File: config.mk
export PLATFORM = sky130hd
export DESIGN_NAME = if_fetch
export DESIGN_NICKNAME = d
export VERILOG_FILES = /design/src/rtl/if_fetch.sv
export SDC_FILE = /design/constraint.sdc
export NUM_CORES = 2
export LEC_CHECK = 0
export ABC_AREA = 1
export CORE_MARGIN = 3
export CORE_UTILIZATION = 30
export CTS_CLUSTER_SIZE = 25
export DETAILED_ROUTE_END_ITERATION = 10
export DONT_BUFFER_PORTS = 1
export GPL_ROUTABILITY_DRIVEN = 0
export HOLD_SLACK_MARGIN = 0.05
export PLACE_DENSITY_LB_ADDON = 0.25
export SLEW_MARGIN = 20
export SYNTH_ARGS = -nofsm -noshare
export SYNTH_HDL_FRONTEND = slang
export SYNTH_SLANG_ARGS = --single-unit
File: constraint.sdc
create_clock -name i_clk -period 13.4 [get_ports i_clk]
set_clock_uncertainty 0.1 [all_clocks]
set_input_delay 2.01 -clock i_clk [delete_from_list [all_inputs] [get_ports i_clk]]
set_output_delay 2.01 -clock i_clk [all_outputs]
set_load 0.01 [all_outputs]
File: src/rtl/if_fetch.sv
// rtl/if_fetch.sv - instruction fetch stage: PC, loader-written instruction memory, IF/ID register
module if_fetch #(
    parameter int              BITS_SIZE   = 32,
    parameter int              MEM_WORDS   = 64,
    parameter logic [BITS_SIZE-1:0] HALT_OPCODE = 32'hFFFF_FFFF
) (
    input  logic                         i_clk,
    input  logic                         i_reset,
    input  logic                         i_step,
    input  logic                         i_stall,
    input  logic                         i_flush,
    input  logic [1:0]                   i_pc_src,
    input  logic [BITS_SIZE-1:0]         i_branch_addr,
    input  logic [BITS_SIZE-1:0]         i_jump_addr,
    input  logic [BITS_SIZE-1:0]         i_jr_addr,
    input  logic                         i_load_en,
    input  logic                         i_load_valid,
    input  logic [7:0]                   i_load_byte,
    output logic [BITS_SIZE-1:0]         o_pc,
    output logic [BITS_SIZE-1:0]         o_IFID_PC4,
    output logic [BITS_SIZE-1:0]         o_IFID_instruction,
    output logic                         o_halt,
    output logic [$clog2(MEM_WORDS):0]   o_load_words
);
    localparam int AW = $clog2(MEM_WORDS);

    logic [BITS_SIZE-1:0] mem [MEM_WORDS];

    logic [BITS_SIZE-1:0] pc;
    logic [BITS_SIZE-1:0] ifid_pc4;
    logic [BITS_SIZE-1:0] ifid_instr;
    logic                 halt;
    logic [BITS_SIZE-1:0] fetch_word;
    logic [BITS_SIZE-1:0] pc_plus4;
    logic [BITS_SIZE-1:0] next_pc;
    logic                 advance;

    logic [1:0]           byte_cnt;
    logic [23:0]          byte_buf;
    logic [AW-1:0]        wr_idx;
    logic [AW:0]          load_words;
    logic                 load_en_q;
    logic                 word_done;

    assign fetch_word = mem[pc[AW+1:2]];
    assign pc_plus4   = pc + BITS_SIZE'(4);
    assign advance    = !halt && i_step && !i_stall;
    assign word_done  = i_load_en && i_load_valid && (byte_cnt == 2'd3);

    always_comb begin
        next_pc = pc_plus4;
        case (i_pc_src)
            2'b01:   next_pc = i_branch_addr;
            2'b10:   next_pc = i_jump_addr;
            2'b11:   next_pc = i_jr_addr;
            default: next_pc = pc_plus4;
        endcase
    end

    always_ff @(posedge i_clk) begin
        if (!i_reset || i_load_en) begin
            pc         <= '0;
            ifid_pc4   <= '0;
            ifid_instr <= '0;
            halt       <= 1'b0;
        end else if (advance) begin
            ifid_pc4   <= pc_plus4;
            ifid_instr <= i_flush ? '0 : fetch_word;
            // A fetched HALT parks the PC on itself so the halt word stays addressable.
            if (!i_flush && fetch_word == HALT_OPCODE) begin
                halt <= 1'b1;
            end else begin
                pc <= next_pc;
            end
        end
    end

    always_ff @(posedge i_clk) begin
        if (!i_reset) begin
            byte_cnt   <= '0;
            byte_buf   <= '0;
            wr_idx     <= '0;
            load_words <= '0;
            load_en_q  <= 1'b0;
        end else begin
            load_en_q <= i_load_en;
            if (!i_load_en) begin
                byte_cnt <= '0;
                byte_buf <= '0;
                wr_idx   <= '0;
            end else begin
                // Entry into loader mode restarts the word count; no word can complete on that edge.
                if (!load_en_q) begin
                    load_words <= '0;
                end
                if (i_load_valid) begin
                    byte_cnt <= byte_cnt + 2'd1;
                    byte_buf <= {byte_buf[15:0], i_load_byte};
                end
                if (word_done) begin
                    wr_idx <= wr_idx + 1'b1;
                    if (load_words != (AW+1)'(MEM_WORDS)) begin
                        load_words <= load_words + 1'b1;
                    end
                end
            end
        end
    end

    always_ff @(posedge i_clk) begin
        if (i_reset && word_done) begin
            mem[wr_idx] <= BITS_SIZE'({byte_buf, i_load_byte});
        end
    end

    assign o_pc               = pc;
    assign o_IFID_PC4         = ifid_pc4;
    assign o_IFID_instruction = ifid_instr;
    assign o_halt             = halt;
    assign o_load_words       = load_words;
endmodule

* Word level (Yosys, flattened, before mapping)
Memories as Yosys holds them, arrays and structs flattened. A register that Yosys moved wholly into a read port is not among the register bits. Cells that the tools add are included.
Word-level totals: flip-flop bits (word level) 137, output and inout port bits 104, bits in writable memories 2048, logic and storage cells 44, memories kept 1
Memories:
- mem | depth 64, bits a word 32, rd ports 1, clocked after Yosys merged registers in 1, wr ports 1, line 27 | logic [BITS_SIZE-1:0] mem [MEM_WORDS];
Operators by class: equal/unequal tests 6, multiplexer cells 9, reduce and logical (&&, ||, !) cells 14, bitwise operators 1, add/subtract/negate cells 4
Operators by type and width (number):
- $pmux W32 S3 | 1
- $add A32 B3 Y32 const B | 1
- $eq A32 B32 Y1 const B | 1
- $mux W32 | 1
- $mux W7 | 3
- $mux W6 | 2
- $add A7 B1 Y7 const B | 1
- $ne A7 B7 Y1 const B | 1
- $add A6 B1 Y6 const B | 1
- $eq A2 B2 Y1 const B | 3
- $logic_and A1 B1 Y1 | 6
- $reduce_and A2 Y1 | 3
- $logic_not A1 Y1 | 4
- $add A2 B1 Y2 const B | 1
- $eq A2 B1 Y1 const B | 1
- $mux W1 | 2
- $logic_or A1 B1 Y1 | 1
- $not A1 Y1 | 1

* Longest topological paths before layout
word-level depth 6, depth in mapped cells 22, mapped depth without buffers 18

* Worst setup path after synthesis
Ideal clock, no wire load.
path type input to register, start point input port i_load_valid, end point memory mem[63][0], enable pin, path slack 7.619 ns, buffers on the path 2, arrival time 5.220 ns, cell stages on the path 6, cell sequence clkbuf_1 -> nand3_1 -> nor2_1 -> nand3_1 -> clkbuf_1 -> nor3_1
On the way: longest elaborated chain between the ends 5
RTL lines:
- start, declared | line 17 | input logic i_load_valid,
- $logic_and A1 B1 Y1 (2 in series) | line 48 | assign word_done = i_load_en && i_load_valid && (byte_cnt == 2'd3);
- $logic_and A1 B1 Y1 | line 111 | if (i_reset && word_done) begin
- $mux W1 | line 111
- $mux W1 (implied by the code) | line 112 | mem[wr_idx] <= BITS_SIZE'({byte_buf, i_load_byte});
- end, declared | line 27
No other way between the ends.

==> impl_metrics.tcl <==
set metrics [dict create \
    finalPower_uw 14100 \
    cts_resized 0 \
    vdd_drop_max_uv 137 \
    async_flop_share 0 \
    rsz0062_at_grt "false" \
    fill_cells 28832 \
    clock.fmax_mhz 146 \
    synth_ff_type "edfxtp_1" \
    synth_edf_count 2048 \
    crit_path_end_kind "flop" \
    min_period_ns 6.85 \
    area_growth_pct 13.0 \
    worst_ep_required_time_ns 14.05 \
    io_buffers 0 \
    critPathArrivalTime_ns 7.51 \
    cts_tree "built" \
    synth_top_area_cell "edfxtp_1" \
    grt_overflow_total 0 \
    grt_max_degree 165 \
    synth_cell_type_count 35 \
    synth_seq_cells 2191 \
    grt_use_total 0.190 \
    hpwlAfterDp_um 160000 \
    status "finished clean" \
    die_w_um 550 \
    place_ws_ns 6.61 \
    fp-row-count 198 \
    power_density_nw_per_um2 141 \
    htree_levels 4 \
    final-setup-viol-count 0 \
    worst-setup-path-type "flop to flop" \
    hold_viol_final 0 \
    placed_cell_area_um2 93000 \
    io_pins 217 \
    cts_buffers 226 \
    synth_area_um2 88700 \
    final.period_utilization 0.511 \
    slew_viol_final 0 \
    postCtsHoldBufs 0 \
    synthTopCellsByArea "edfxtp_1, nand3_1, nand2_1" \
    drtPass1Iterations 6 \
    power.leakage_uw 0.0348 \
    max-cap-violations 0 \
    final_nets 7672 \
    start_util 0.303 \
    yosys_warnings 0 \
    wire_per_inst_um 25.4 \
    clockBufferDepth 3 \
    grt_pass1_wl_um 421000 \
    antenna_found_initial 15 \
    worst_pin_slew_ns 1.12 \
    relSlewSlack 0.252 \
    fin_area_um2 100000 \
    yosysTopAreaCellShare 0.694 \
    vias_per_cell 5.16 \
    layout_setup_ws_ns 6.55 \
    drive_gt1_frac 0.0767 \
    synth_nets 7783 \
    ys_seq_area_frac 0.726 \
    worstSetupStartpointType "flop" \
    fin_hold_ws_ns 0.374 \
    synthCells 7665 \
    die_h_um 550 \
    via_count 60103 \
    root_buffer "clkbuf_16" \
    syn_avg_cell_area_um2 11.6 \
    crit_fanout 138 \
    clk-insertion-delay-late_ns 0.88 \
    drc 0 \
    drt_iter0_markers 6960 \
    grt_pass1_vias 57263 \
    wl_um 296000 \
    min-delay-path-class "flop to flop" \
    clock_sinks 2191 \
    core_region_area_um2 293000 \
    ant_nets 0 \
    clk_pin_slew_worst_paths_ns 0.06 \
    final.setup.tns_ns 0 \
    cts_setup_buffers 0 \
    dieArea_um2 302000 \
]
==> cell type report <==
| type | count | area (µm²) | area share |
|---|---|---|---|
| clock inverters | 120 | 1010 | 0.0101 |
| repair buffers | 158 | 1300 | 0.0130 |
| clock buffers | 302 | 6210 | 0.0619 |
| diodes | 5 | 12.5 | 0.000125 |
| well taps | 3900 | 4880 | 0.0487 |
| multi-input cells | 4866 | 21900 | 0.219 |
| inverters | 111 | 445 | 0.00445 |
| flip-flops and latches | 2191 | 64400 | 0.643 |
==> final timing paths <==
path / cells after the start / from / slack, ns / endpoint
min: 2 / byte_cnt[1]$_SDFFE_PN0P_ / 0.37 / byte_cnt[1]$_SDFFE_PN0P_
max reg2reg: 20 / flop / 6.55 / o_pc[2]$_SDFFE_PP0P_
max: 20 / flop / 6.55 / o_pc[2]$_SDFFE_PP0P_
min reg2reg: 2 / byte_cnt[1]$_SDFFE_PN0P_ / 0.37 / byte_cnt[1]$_SDFFE_PN0P_
==> cells by family (layout without fill, tap and decap cells) <==
group                    count (synthesis)  count (layout)  synth area share
other                                    0               5                 0
adder cells (fa/ha/maj)                  5               5          0.000705
XOR/XNOR                                31              31           0.00306
buffers and inverters                  608             691            0.0327
AND/OR/NAND/NOR                       4622            4622             0.224
AO/OA/AOI/OAI                          208             208            0.0135
flip-flops                            2191            2191             0.726
==> report_power, final <==
part	internal [µW]	switching [µW]
registers	7420	31.6
logic	121	382
clock network	3510	2680
total	11000	3090
==> cell usage after synthesis (2+ instances only) <==
cell type / n
nand4_1: 17
o21bai_1: 13
o211ai_1: 15
o21ai_0: 48
nor4_1: 2
nor2_1: 178
buf_1: 86
xnor2_1: 6
buf_6: 13
ha_1: 5
buf_4: 55
nand3_1: 1953
o22ai_1: 7
inv_1: 101
edfxtp_1: 2048
a31oi_1: 2
xor2_1: 25
inv_2: 7
clkinv_1: 3
o2111ai_1: 9
buf_2: 241
o21ai_1: 10
dfxtp_1: 143
nand2_1: 2451
a21oi_1: 93
clkbuf_1: 101
a22o_1: 10
nor3_1: 16
==> metrics by stage <==
step	util	std cells
after floorplan	-	7665
after global placement	0.318	11226
after detailed placement	0.318	11226
after CTS	0.342	11648
after global routing	0.342	11649
final	0.342	11653
==> worst max-delay path: stages (launching register included) <==
cell     delay (ns)
dfxtp_4        0.54
inv_8          0.69
buf_12         0.55
buf_4          0.72
nand2_1        0.11
nand3_1        0.10
nand3_1        0.10
nand3_1        0.13
nand3_1        0.17
nand2_1        0.12
nand2_1        0.18
nand2_1        0.15
nand2_1        0.28
nor2_1         0.19
nand2_1        0.08
nor2_1         0.08
nand3_1        0.66
nand2_2        0.95
inv_2          0.27
nor2_1         0.21
nor2_1         0.06
==> layer usage <==
metal / vias to the layer above / GRT usage / share of wire
li1: 26855 / - / -
met1: 30415 / 0.260 / 0.42
met2: 2412 / 0.305 / 0.47
met3: 417 / 0.0296 / 0.073
met4: 4 / 0.0701 / 0.038
met5: - / 0 / 0.000078
==> cells in the final DEF (no fill, tap or decap), types with 9 or more instances in the layout <==
cell,count
edfxtp_1,2048
nor2_1,111
dfxtp_2,22
bufinv_16,14
clkbuf_8,16
xor2_1,25
inv_1,99
o211ai_1,15
buf_12,9
a21oi_1,93
nor2_4,67
nand3_1,1953
o21ai_0,48
o21ai_1,10
o21bai_1,13
clkinv_1,44
o2111ai_1,9
clkbuf_1,55
nand4_1,17
a22o_1,10
clkinv_2,50
buf_4,149
nor3_1,15
nand2_1,2451
clkbuf_16,231
dfxtp_1,113
==> registers in the layout, indices dropped and copies added (netlist names), named ones only <==
name,flops
o_halt,1
byte_buf,24
o_IFID_PC4,32
o_load_words,7
byte_cnt,2
o_IFID_instruction,32
o_pc,32
wr_idx,6
load_en_q,1
mem,2048
Note: power is estimated with default switching activity, not from simulation.
==> variant: new RTL, same settings <==
Change the parameter `MEM_WORDS` from 64 to 32.
--- a/src/rtl/if_fetch.sv
+++ b/src/rtl/if_fetch.sv
@@ -3,3 +3,3 @@
     parameter int              BITS_SIZE   = 32,
-    parameter int              MEM_WORDS   = 64,
+    parameter int              MEM_WORDS   = 32,
     parameter logic [BITS_SIZE-1:0] HALT_OPCODE = 32'hFFFF_FFFF
Interface: changed (resized o_load_words); port bits go from 217 to 216. No check against the original RTL was run, so the function may have changed too.
==> variant against the original RTL <==
- setup slack improved by 14 ps
- core utilization fell by 0.12 points
- final cell count fell by 44%
- fmax rose by 0.20%
- power decreased by 46%
- count of clock-buffer cells in the layout is 124 lower
- highest routed layer unchanged
- final area fell by 46%
- wire length is 50% lower
- area after synthesis down 46%
- sequential cell count fell by 1027
- global-route usage fell by 1.2 points
==> variant: results (changes against the original RTL) <==
TritonCTS Buffers = 133 (-41%)
PostCTS Resize Cnt = 0 (unchanged)
Layout cells sized above 1 = 7.165% (-0.50 points)
Worst slew pin tran = 1095 ps (-23.84 ps)
NonClk Buf Share = 0.9479% (-0.35 points)
Final wirelength = 149700 um (-50%)
Adder-Cell Fraction of Synth Area = 0.2086% (+0.14 points)
Multi-input comb cells = 2868 (-41%)
Sequential-to-total area share from yosys stat = 69.92% (-2.7 points)
Status = finished clean
First-pass GRT wire length = 217600 um (-48%)
Clock buf/inv share = 7.634% (+0.43 points)
Clk_lat worst skew = 730 ps (-150 ps)
GR Util All Layers = 17.85% (-1.2 points)
Count of cell types in the netlist = 39 (+11%)
Bufs w/o clock = 65 (-59%)
Hold wc startpoint = byte_cnt[1]
Leak = 19.11 nW (-45%)
FILL cells = 15.87k (-45%)
DP HPWL = 75520 um (-53%)
Most flops, register = mem
FF-to-FF path depth = 18 (-10%)
EDFF count, synth = 1024 (-50%)
Met3 Use GR = 2.930% (-0.033 points)
Clock sink total = 1164 (-47%)
CLK BUF = 178 (-41%)
Largest stage delay, worst path = 910 ps (-40 ps)
# Post-CTS Setup Buffers = 0 (unchanged)
Worst-path maximum fanout = 189 (+37%)
DRT Pass-1 Iters = 6 (unchanged)
Arr. time, crit path = 7330 ps (-180 ps)
Diode count = 1 (-4)
Synth top area cells = edfxtp_1, nand2_1, nand3_1, dfxtp_1, buf_2
Vias/cell = 5.016 (-2.8%)
Iter 0 DRT Violations = 3427 (-51%)
Met2 usage in global routing = 27.90% (-2.6 points)
Inverter count = 101 (-9.0%)
Seq/total area = 62.05% (-2.2 points)
Critical path's slowest cell = nand2_2
GR met1 Demand/Resource = 25.66% (-0.34 points)
Initial antenna violation count = 5 (-10)
Nets = 4454 (-42%)
Post-Synth XOR/XNOR Area = 0.5476% (+0.24 points)
Multi-input combinational area share = 23.82% (+1.9 points)
Most frequent cells after synthesis = nand2_1, edfxtp_1, nand3_1
H-tree Lvls = 4 (unchanged)
Largest net degree at the start of global routing = 190 (+15%)
Vias in the first global route = 31.09k (-46%)
Complex-gate fraction of the synthesized area = 2.871% (+1.5 points)
Number of flip-flops under the largest register name = 1024 (-50%)
Worst R2R Setup Slack = 6560 ps (about the same)
Endpoints failing setup = 0 (unchanged)
Count leader, synth = nand2_1
VDD IR max = 121.3 uV (-11%)
variant: cell count changes in the layout (fill, tap and decap cells not counted), sizes merged, moves of 12 or more:
cell / unedited run / this run
clkinv: 98 / 52
nand2: 2452 / 1582
o21ai: 58 / 70
buf: 158 / 65
nand3: 1953 / 833
a21oi: 93 / 110
edfxtp: 2048 / 1024
nor2: 178 / 139
clkbuf: 302 / 178
variant: stage by stage:
step	instance area, um^2	std cells	setup WS [ps]	hold slack (ps)
2_1_floorplan	47990	4402	7802	344.5
3_3_place_gp	49970	6270	6687	359.1
3_5_place_dp	49970	6270	6570	370.8
4_1_cts	54100	6510	6572	380.3
5_1_grt	54110	6510	5958	392.3
6_report	54120	6511	6562	384.1
variant: routing by layer:
layer	wire length (um)	vias up
li1	-	15120
met3	9610	216
met2	68950	1061
met5	31	-
met1	67760	16250
met4	3308	4
variant: power breakdown:
group / switching, W / internal (W)
Sequential: 0.0000244 / 0.00392
Combinational: 0.000204 / 0.0000737
Clock: 0.00146 / 0.00201
